$ cat src/rtl/sr_ctrl_pkg.sv
// rtl/sr_ctrl_pkg.sv - shared state encodings, op codes and legality helper for sr_flag_controller
package sr_ctrl_pkg;

  typedef enum logic [1:0] {
    ST_IDLE  = 2'd0,
    ST_DRIVE = 2'd1,
    ST_CHECK = 2'd2
  } state_t;

  localparam logic OP_SET = 1'b1;
  localparam logic OP_CLR = 1'b0;

  // A command is legal only when exactly one of set/clr is asserted and the index exists in the bank.
  function automatic logic cmd_legal(input logic set, input logic clr,
                                     input int unsigned idx, input int unsigned nflag);
    return (set ^ clr) && (idx < nflag);
  endfunction

endpackage

$ cat src/rtl/sr_flag_controller_if.sv
// rtl/sr_flag_controller_if.sv - requester command bus between producers and sr_flag_controller
interface sr_flag_controller_if #(
  parameter int NREQ = 4,
  parameter int IDXW = 3
);
  logic [NREQ-1:0]      req_valid;
  logic [NREQ-1:0]      req_set;
  logic [NREQ-1:0]      req_clr;
  logic [NREQ*IDXW-1:0] req_idx;
  logic [NREQ-1:0]      req_ready;

  modport master (output req_valid, output req_set, output req_clr, output req_idx,
                  input  req_ready);
  modport slave  (input  req_valid, input  req_set, input  req_clr, input  req_idx,
                  output req_ready);
endinterface

$ cat src/rtl/sr_rr_arbiter.sv
// rtl/sr_rr_arbiter.sv - combinational round-robin pick of the first valid requester at or after the pointer
module sr_rr_arbiter #(
  parameter int NREQ = 4,
  parameter int PW   = 2
) (
  input  logic [NREQ-1:0] i_valid,
  input  logic [PW-1:0]   i_ptr,
  output logic [NREQ-1:0] o_grant,
  output logic [PW-1:0]   o_win
);

  logic w_found;
  int   w_j;

  // Walk the requesters starting at the pointer, wrapping once; the first valid one wins.
  always_comb begin
    o_grant = '0;
    o_win   = '0;
    w_found = 1'b0;
    w_j     = 0;
    for (int k = 0; k < NREQ; k++) begin
      w_j = int'(i_ptr) + k;
      if (w_j >= NREQ) w_j = w_j - NREQ;
      if (!w_found && i_valid[w_j]) begin
        w_found       = 1'b1;
        o_grant[w_j]  = 1'b1;
        o_win         = PW'(w_j);
      end
    end
  end

endmodule

$ cat src/rtl/sr_flag_controller.sv
// rtl/sr_flag_controller.sv - arbitrates set/clear commands onto an SR flop bank; optional op counter under SR_CTRL_CNT_EN
module sr_flag_controller
  import sr_ctrl_pkg::*;
#(
  parameter int NREQ  = 4,
  parameter int NFLAG = 8,
  parameter int IDXW  = 3
) (
  input  logic             clk,
  input  logic             rst,
  sr_flag_controller_if.slave s_req,
  output logic [NFLAG-1:0] o_sr_s,
  output logic [NFLAG-1:0] o_sr_r,
  input  logic [NFLAG-1:0] i_flag_q,
  output logic             o_done,
  output logic             o_err
`ifdef SR_CTRL_CNT_EN
  ,
  output logic [15:0]      o_op_cnt
`endif
);

  localparam int PW = (NREQ > 1) ? $clog2(NREQ) : 1;

  state_t           r_state;
  state_t           w_state_nxt;
  logic [PW-1:0]    r_ptr;
  logic [PW-1:0]    w_win;
  logic [NREQ-1:0]  w_grant;
  logic [NREQ-1:0]  r_grant;
  logic             w_any;
  logic             w_set;
  logic             w_clr;
  logic             w_legal;
  logic [IDXW-1:0]  w_idx;
  logic [IDXW-1:0]  r_idx;
  logic [NFLAG-1:0] w_dec;
  logic [NFLAG-1:0] r_sr_s;
  logic [NFLAG-1:0] r_sr_r;
  logic             r_op;
  logic             r_legal;
  logic             r_err;
  logic             w_q_sel;
  logic             w_match;

  assign w_any  = |s_req.req_valid;
  assign o_sr_s = r_sr_s;
  assign o_sr_r = r_sr_r;
  assign o_err  = r_err;

  sr_rr_arbiter #(
    .NREQ(NREQ),
    .PW  (PW)
  ) u_arb (
    .i_valid(s_req.req_valid),
    .i_ptr  (r_ptr),
    .o_grant(w_grant),
    .o_win  (w_win)
  );

  // Pull the winning requester's fields and decode its target flag to a one-hot bank vector.
  always_comb begin
    w_set   = s_req.req_set[w_win];
    w_clr   = s_req.req_clr[w_win];
    w_idx   = s_req.req_idx[int'(w_win)*IDXW +: IDXW];
    w_legal = cmd_legal(w_set, w_clr, 32'(w_idx), 32'(NFLAG));
    w_dec   = '0;
    for (int i = 0; i < NFLAG; i++) w_dec[i] = (w_idx == IDXW'(i));
  end

  // Select the captured flag's readback and compare it with the value the command should have left.
  always_comb begin
    w_q_sel = 1'b0;
    for (int i = 0; i < NFLAG; i++) begin
      if (r_idx == IDXW'(i)) w_q_sel = i_flag_q[i];
    end
    w_match = (w_q_sel == (r_op == OP_SET));
  end

  // Next-state: grant from IDLE, then one drive cycle and one check cycle.
  always_comb begin
    w_state_nxt = r_state;
    case (r_state)
      ST_IDLE:  if (w_any) w_state_nxt = ST_DRIVE;
      ST_DRIVE: w_state_nxt = ST_CHECK;
      ST_CHECK: w_state_nxt = ST_IDLE;
      default:  w_state_nxt = ST_IDLE;
    endcase
  end

  // State register.
  always_ff @(posedge clk or posedge rst) begin
    if (rst) r_state <= ST_IDLE;
    else     r_state <= w_state_nxt;
  end

  // Capture at grant, register the S/R drive for the DRIVE cycle only, and latch sticky errors in CHECK.
  always_ff @(posedge clk or posedge rst) begin
    if (rst) begin
      r_ptr   <= '0;
      r_grant <= '0;
      r_idx   <= '0;
      r_op    <= OP_CLR;
      r_legal <= 1'b0;
      r_sr_s  <= '0;
      r_sr_r  <= '0;
      r_err   <= 1'b0;
    end else begin
      r_sr_s <= '0;
      r_sr_r <= '0;
      if (r_state == ST_IDLE && w_any) begin
        r_grant <= w_grant;
        r_idx   <= w_idx;
        r_op    <= w_set ? OP_SET : OP_CLR;
        r_legal <= w_legal;
        r_ptr   <= (w_win == PW'(NREQ - 1)) ? '0 : w_win + 1'b1;
        if (w_legal && w_set)  r_sr_s <= w_dec;
        if (w_legal && !w_set) r_sr_r <= w_dec;
      end
      if (r_state == ST_CHECK && (!r_legal || !w_match)) r_err <= 1'b1;
    end
  end

  // Completion pulses are driven straight from the CHECK state.
  always_comb begin
    s_req.req_ready = '0;
    o_done          = 1'b0;
    if (r_state == ST_CHECK) begin
      s_req.req_ready = r_grant;
      o_done          = 1'b1;
    end
  end

`ifdef SR_CTRL_CNT_EN
  logic [15:0] r_op_cnt;

  // Count legal commands whose readback confirmed the update; wraps at 16 bits.
  always_ff @(posedge clk or posedge rst) begin
    if (rst) r_op_cnt <= '0;
    else if (r_state == ST_CHECK && r_legal && w_match) r_op_cnt <= r_op_cnt + 16'd1;
  end

  assign o_op_cnt = r_op_cnt;
`endif

endmodule

$ cat src/flat_wrapper.sv
// flat-port wrapper written by rule: the top's interface ports become plain ports
module sr_flag_controller_flat import sr_ctrl_pkg::*;
#(
  parameter int NREQ  = 4,
  parameter int NFLAG = 8,
  parameter int IDXW  = 3
)
  (clk, rst, o_sr_s, o_sr_r, i_flag_q, o_done, o_err, s_req_req_valid, s_req_req_set, s_req_req_clr, s_req_req_idx, s_req_req_ready);
  sr_flag_controller_if #(.NREQ(NREQ), .IDXW(IDXW)) s_req_i ();
  input  logic clk;
  input  logic rst;
  output logic [NFLAG-1:0] o_sr_s;
  output logic [NFLAG-1:0] o_sr_r;
  input  logic [NFLAG-1:0] i_flag_q;
  output logic o_done;
  output logic o_err;
  input wire logic [$bits(s_req_i.req_valid)-1:0] s_req_req_valid;
  input wire logic [$bits(s_req_i.req_set)-1:0] s_req_req_set;
  input wire logic [$bits(s_req_i.req_clr)-1:0] s_req_req_clr;
  input wire logic [$bits(s_req_i.req_idx)-1:0] s_req_req_idx;
  output wire logic [$bits(s_req_i.req_ready)-1:0] s_req_req_ready;
  assign s_req_i.req_valid = s_req_req_valid;
  assign s_req_i.req_set = s_req_req_set;
  assign s_req_i.req_clr = s_req_req_clr;
  assign s_req_i.req_idx = s_req_req_idx;
  assign s_req_req_ready = s_req_i.req_ready;
  sr_flag_controller #(.NREQ(NREQ), .NFLAG(NFLAG), .IDXW(IDXW)) u_core (.clk(clk), .rst(rst), .s_req(s_req_i), .o_sr_s(o_sr_s), .o_sr_r(o_sr_r), .i_flag_q(i_flag_q), .o_done(o_done), .o_err(o_err));
endmodule
$ cat config.mk
export PLATFORM = sky130hd
export DESIGN_NAME = sr_flag_controller_flat
export DESIGN_NICKNAME = d
export VERILOG_FILES = /design/src/rtl/sr_ctrl_pkg.sv /design/src/rtl/sr_flag_controller_if.sv /design/src/rtl/sr_rr_arbiter.sv /design/src/rtl/sr_flag_controller.sv /design/src/flat_wrapper.sv
export SDC_FILE = /design/constraint.sdc
export NUM_CORES = 1
export LEC_CHECK = 0
export CAP_MARGIN = 5
export CORE_MARGIN = 3
export CORE_UTILIZATION = 38
export DETAILED_ROUTE_END_ITERATION = 8
export PLACE_DENSITY = 0.68
export SLEW_MARGIN = 25
export SYNTH_ARGS = -nofsm -noshare
export SYNTH_HDL_FRONTEND = slang
export SYNTH_HIERARCHICAL = 1
export SYNTH_SLANG_ARGS = --single-unit
$ cat constraint.sdc
create_clock -name clk -period 8.2 [get_ports clk]
set_input_delay 1.64 -clock clk [delete_from_list [all_inputs] [get_ports clk]]
set_output_delay 1.64 -clock clk [all_outputs]
set_load 0.02 [all_outputs]
==> flow_summary.ini <==
[cells_and_area]
nets = 269
stdcell_count = 276
finalInstanceArea_sq_mm = 0.002439
drive_gt1_frac = 0.1116
fin_util = 0.5487
syn_to_final_growth_pct = 37.06
antennaDiodeCount = 0

[clocking]
cts_buffer_depth = 2
holdBufCountCts = 0
cts-resized-gates = 0
numCtsBuffers = 5
cts_sinks = 30
clock-root-buffer = clkbuf_8
clk_latency_ns = 0.27
cts_max_level = 2
post_cts_buffers = 0
path_clk_slew_ns = 0.06
cts_tree = done

[sta]
fin_crit_sh = 0.5274
maxSlewViolCount = 0
clock_skew_ns = 0.004956
setup_tns_ns = 0
tightest_slew_ns = 0.6198
fmax_mhz = 231.2
hold_viol_final = 0
maxSlewHeadroom = 0.5862
rsz0062_at_grt = no
setup_viol = 0
period_needed_ns = 4.325

[synthesis]
synthCells = 167
synthTopCellsByArea = dfrtp_1, mux4_2, ha_1, nand2_1, nor2_1
avgSynthCellArea_sq_um = 10.65
yosysSeqAreaShare = 0.4219
synth_most_common_cell = nand2_1
ys_warn_count = 6
synth-compound-area-share = 0.07806
ys_ff_latch = 30
synth-xor-area-share = 0
yosysTopAreaCellShare = 0.4219
synth_enable_flop_cells = 0
ys.flop_type = dfrtp_1
ys_types = 32
async_reset_ff_frac = 1.000
syn_area_sq_mm = 0.001779
syn_nets = 212
yosys.area_share.adder = 0.07736
synth_top_family_by_area = simple AND/OR/NAND/NOR gates
synthMuxAreaShare = 0.1568
synth-simple-area-share = 0.2271
synth_top_area_cell = dfrtp_1
synthTopCellsByCount = nand2_1, dfrtp_1, nor2_1

[die]
io_pins = 56
die-width_um = 74.43
die_area_sq_mm = 0.005539
initial_utilization = 0.4003
design.core.area_sq_mm = 0.004444
die_h_um = 74.43
num_rows = 24

[worst_setup_path]
arrival_ns = 4.52
critical_path_class = in -> reg
critPathLaunchType = input pin
critPathMaxFanout = 9
critPathCaptureType = flip-flop
crit_required_ns = 8.40

[power_and_ir_drop]
powerDensity_mw_per_mm2 = 374.7
max-vdd-ir-drop_v = 0.0001635
p_leak_nw = 1.059

[grt]
grt_pass1_wl_um = 6354
antenna_found_initial = 0
overflow = 0
grt_use_total = 0.1484
first_global_vias = 1380
grt_max_degree = 31

[worst_hold_path]
hold_class = reg -> reg

[detailed_routing]
wl_um = 3765
drt-initial-drc-count = 61
detail_route.first_pass.iterations = 4
wl_per_cell_um = 13.64
ant_nets = 0
vias = 1400
drc_errors = 0
avgViaCountPerCell = 5.072

[placed_design]
io_buffers = 55
place_inst = 269
placed_area_sq_mm = 0.002360
hpwl_um = 2974
gp_congestion = 0.8424

[flow_run]
cap_violations = 0

[status]
outcome = finished clean
==> cells by family (layout without fill, tap and decap cells) <==
kind of cell | count (synthesis) | count (layout)
buffers and inverters | 13 | 70
DFF | 30 | 30
AOI/OAI and AO/OA | 17 | 17
and+or+nand+nor | 82 | 82
adders and majority gates | 11 | 11
muxes | 14 | 14
==> worst max-delay path, cell delays in order <==
cell	delay, ns
clkdlybuf4s50_1	0.53
mux4_2	0.64
nor2b_4	0.22
a221oi_2	0.08
o2bb2ai_1	0.43
mux4_2	0.40
inv_1	0.09
ha_1	0.18
nand3b_1	0.15
nor2_1	0.15
==> final cells by class <==
type                    count  area [sq um]
inverters                   7         26.28
repair buffers             56         558.0
well taps                  52         65.06
fillers                   404          2006
flip-flops and latches     30         750.7
clock buffers               5         68.82
multi-input cells         124         959.7
clock inverters             2         10.01
==> report_power, final <==
group / internal [mW] / leakage [nW] / switching, mW / total (mW)
Sequential: 0.195 / 0.393 / 0.0429 / 0.238
Clock: 0.0567 / 0.0438 / 0.0496 / 0.106
Combinational: 0.259 / 0.622 / 0.310 / 0.569
==> routing by layer <==
metal  wire (um)  GRT usage  up-vias  part of all wire
met1        1828     0.2217      651              0.49
met3         232    0.02568        4             0.062
met2        1660     0.2127       47              0.44
met5           0          0        -                 0
li1            -          -      698                 -
met4          44    0.05929        0             0.012
==> state kept, by name, indices dropped and copies added (netlist names) <==
| name | count |
|---|---|
| u_core/r_grant | 4 |
| u_core/o_sr_s | 8 |
| u_core/r_state | 2 |
| u_core/o_err | 1 |
| u_core/r_idx | 3 |
| u_core/o_sr_r | 8 |
| u_core/r_op | 1 |
| u_core/r_ptr | 2 |
| u_core/r_legal | 1 |
==> cell usage in the layout, fill, tap and decap left out, types with 2 or more instances in the layout <==
cell and instances:
ha_1 11, inv_1 6, nand3b_1 4, nand3_1 4
nand2_1 33, a221oi_1 4, nor2b_1 6, nand2b_1 2
mux4_2 11, mux2i_1 2, nor2_1 20, a211oi_1 2
clkbuf_8 5, o2bb2ai_1 5, dfrtp_1 30, nor3_1 2
o21ai_0 2, clkinv_2 2, o31ai_1 2, clkdlybuf4s50_1 55
and2_1 4
==> path summary, 6_finish.rpt <==
path                                      to  slack, ns  cells after the start          startpoint
max reg2reg                 u_core/o_sr_r[2]       4.59                     11     u_core/r_ptr[0]
min reg2reg                u_core/r_state[1]       0.44                      1   u_core/r_state[1]
max                         u_core/o_sr_r[2]       3.88                     10  s_req_req_valid[3]
max in group asynchronous  u_core/r_grant[1]       6.03                      2                 rst
min in group asynchronous   u_core/o_sr_r[2]       1.77                      2                 rst
min                        u_core/r_state[1]       0.44                      1   u_core/r_state[1]
==> per-stage QoR <==
stage	setup WS, ns	power, mW	hold WS (ns)
2_1_floorplan	4.321	0.6743	0.4101
5_1_grt	3.625	1.008	0.4624
3_3_place_gp	3.666	0.8021	0.4263
4_1_cts	3.872	0.9228	0.4492
6_report	3.875	0.9139	0.4408
3_5_place_dp	3.593	0.8143	0.4319
(Power assumes the default switching activity.)
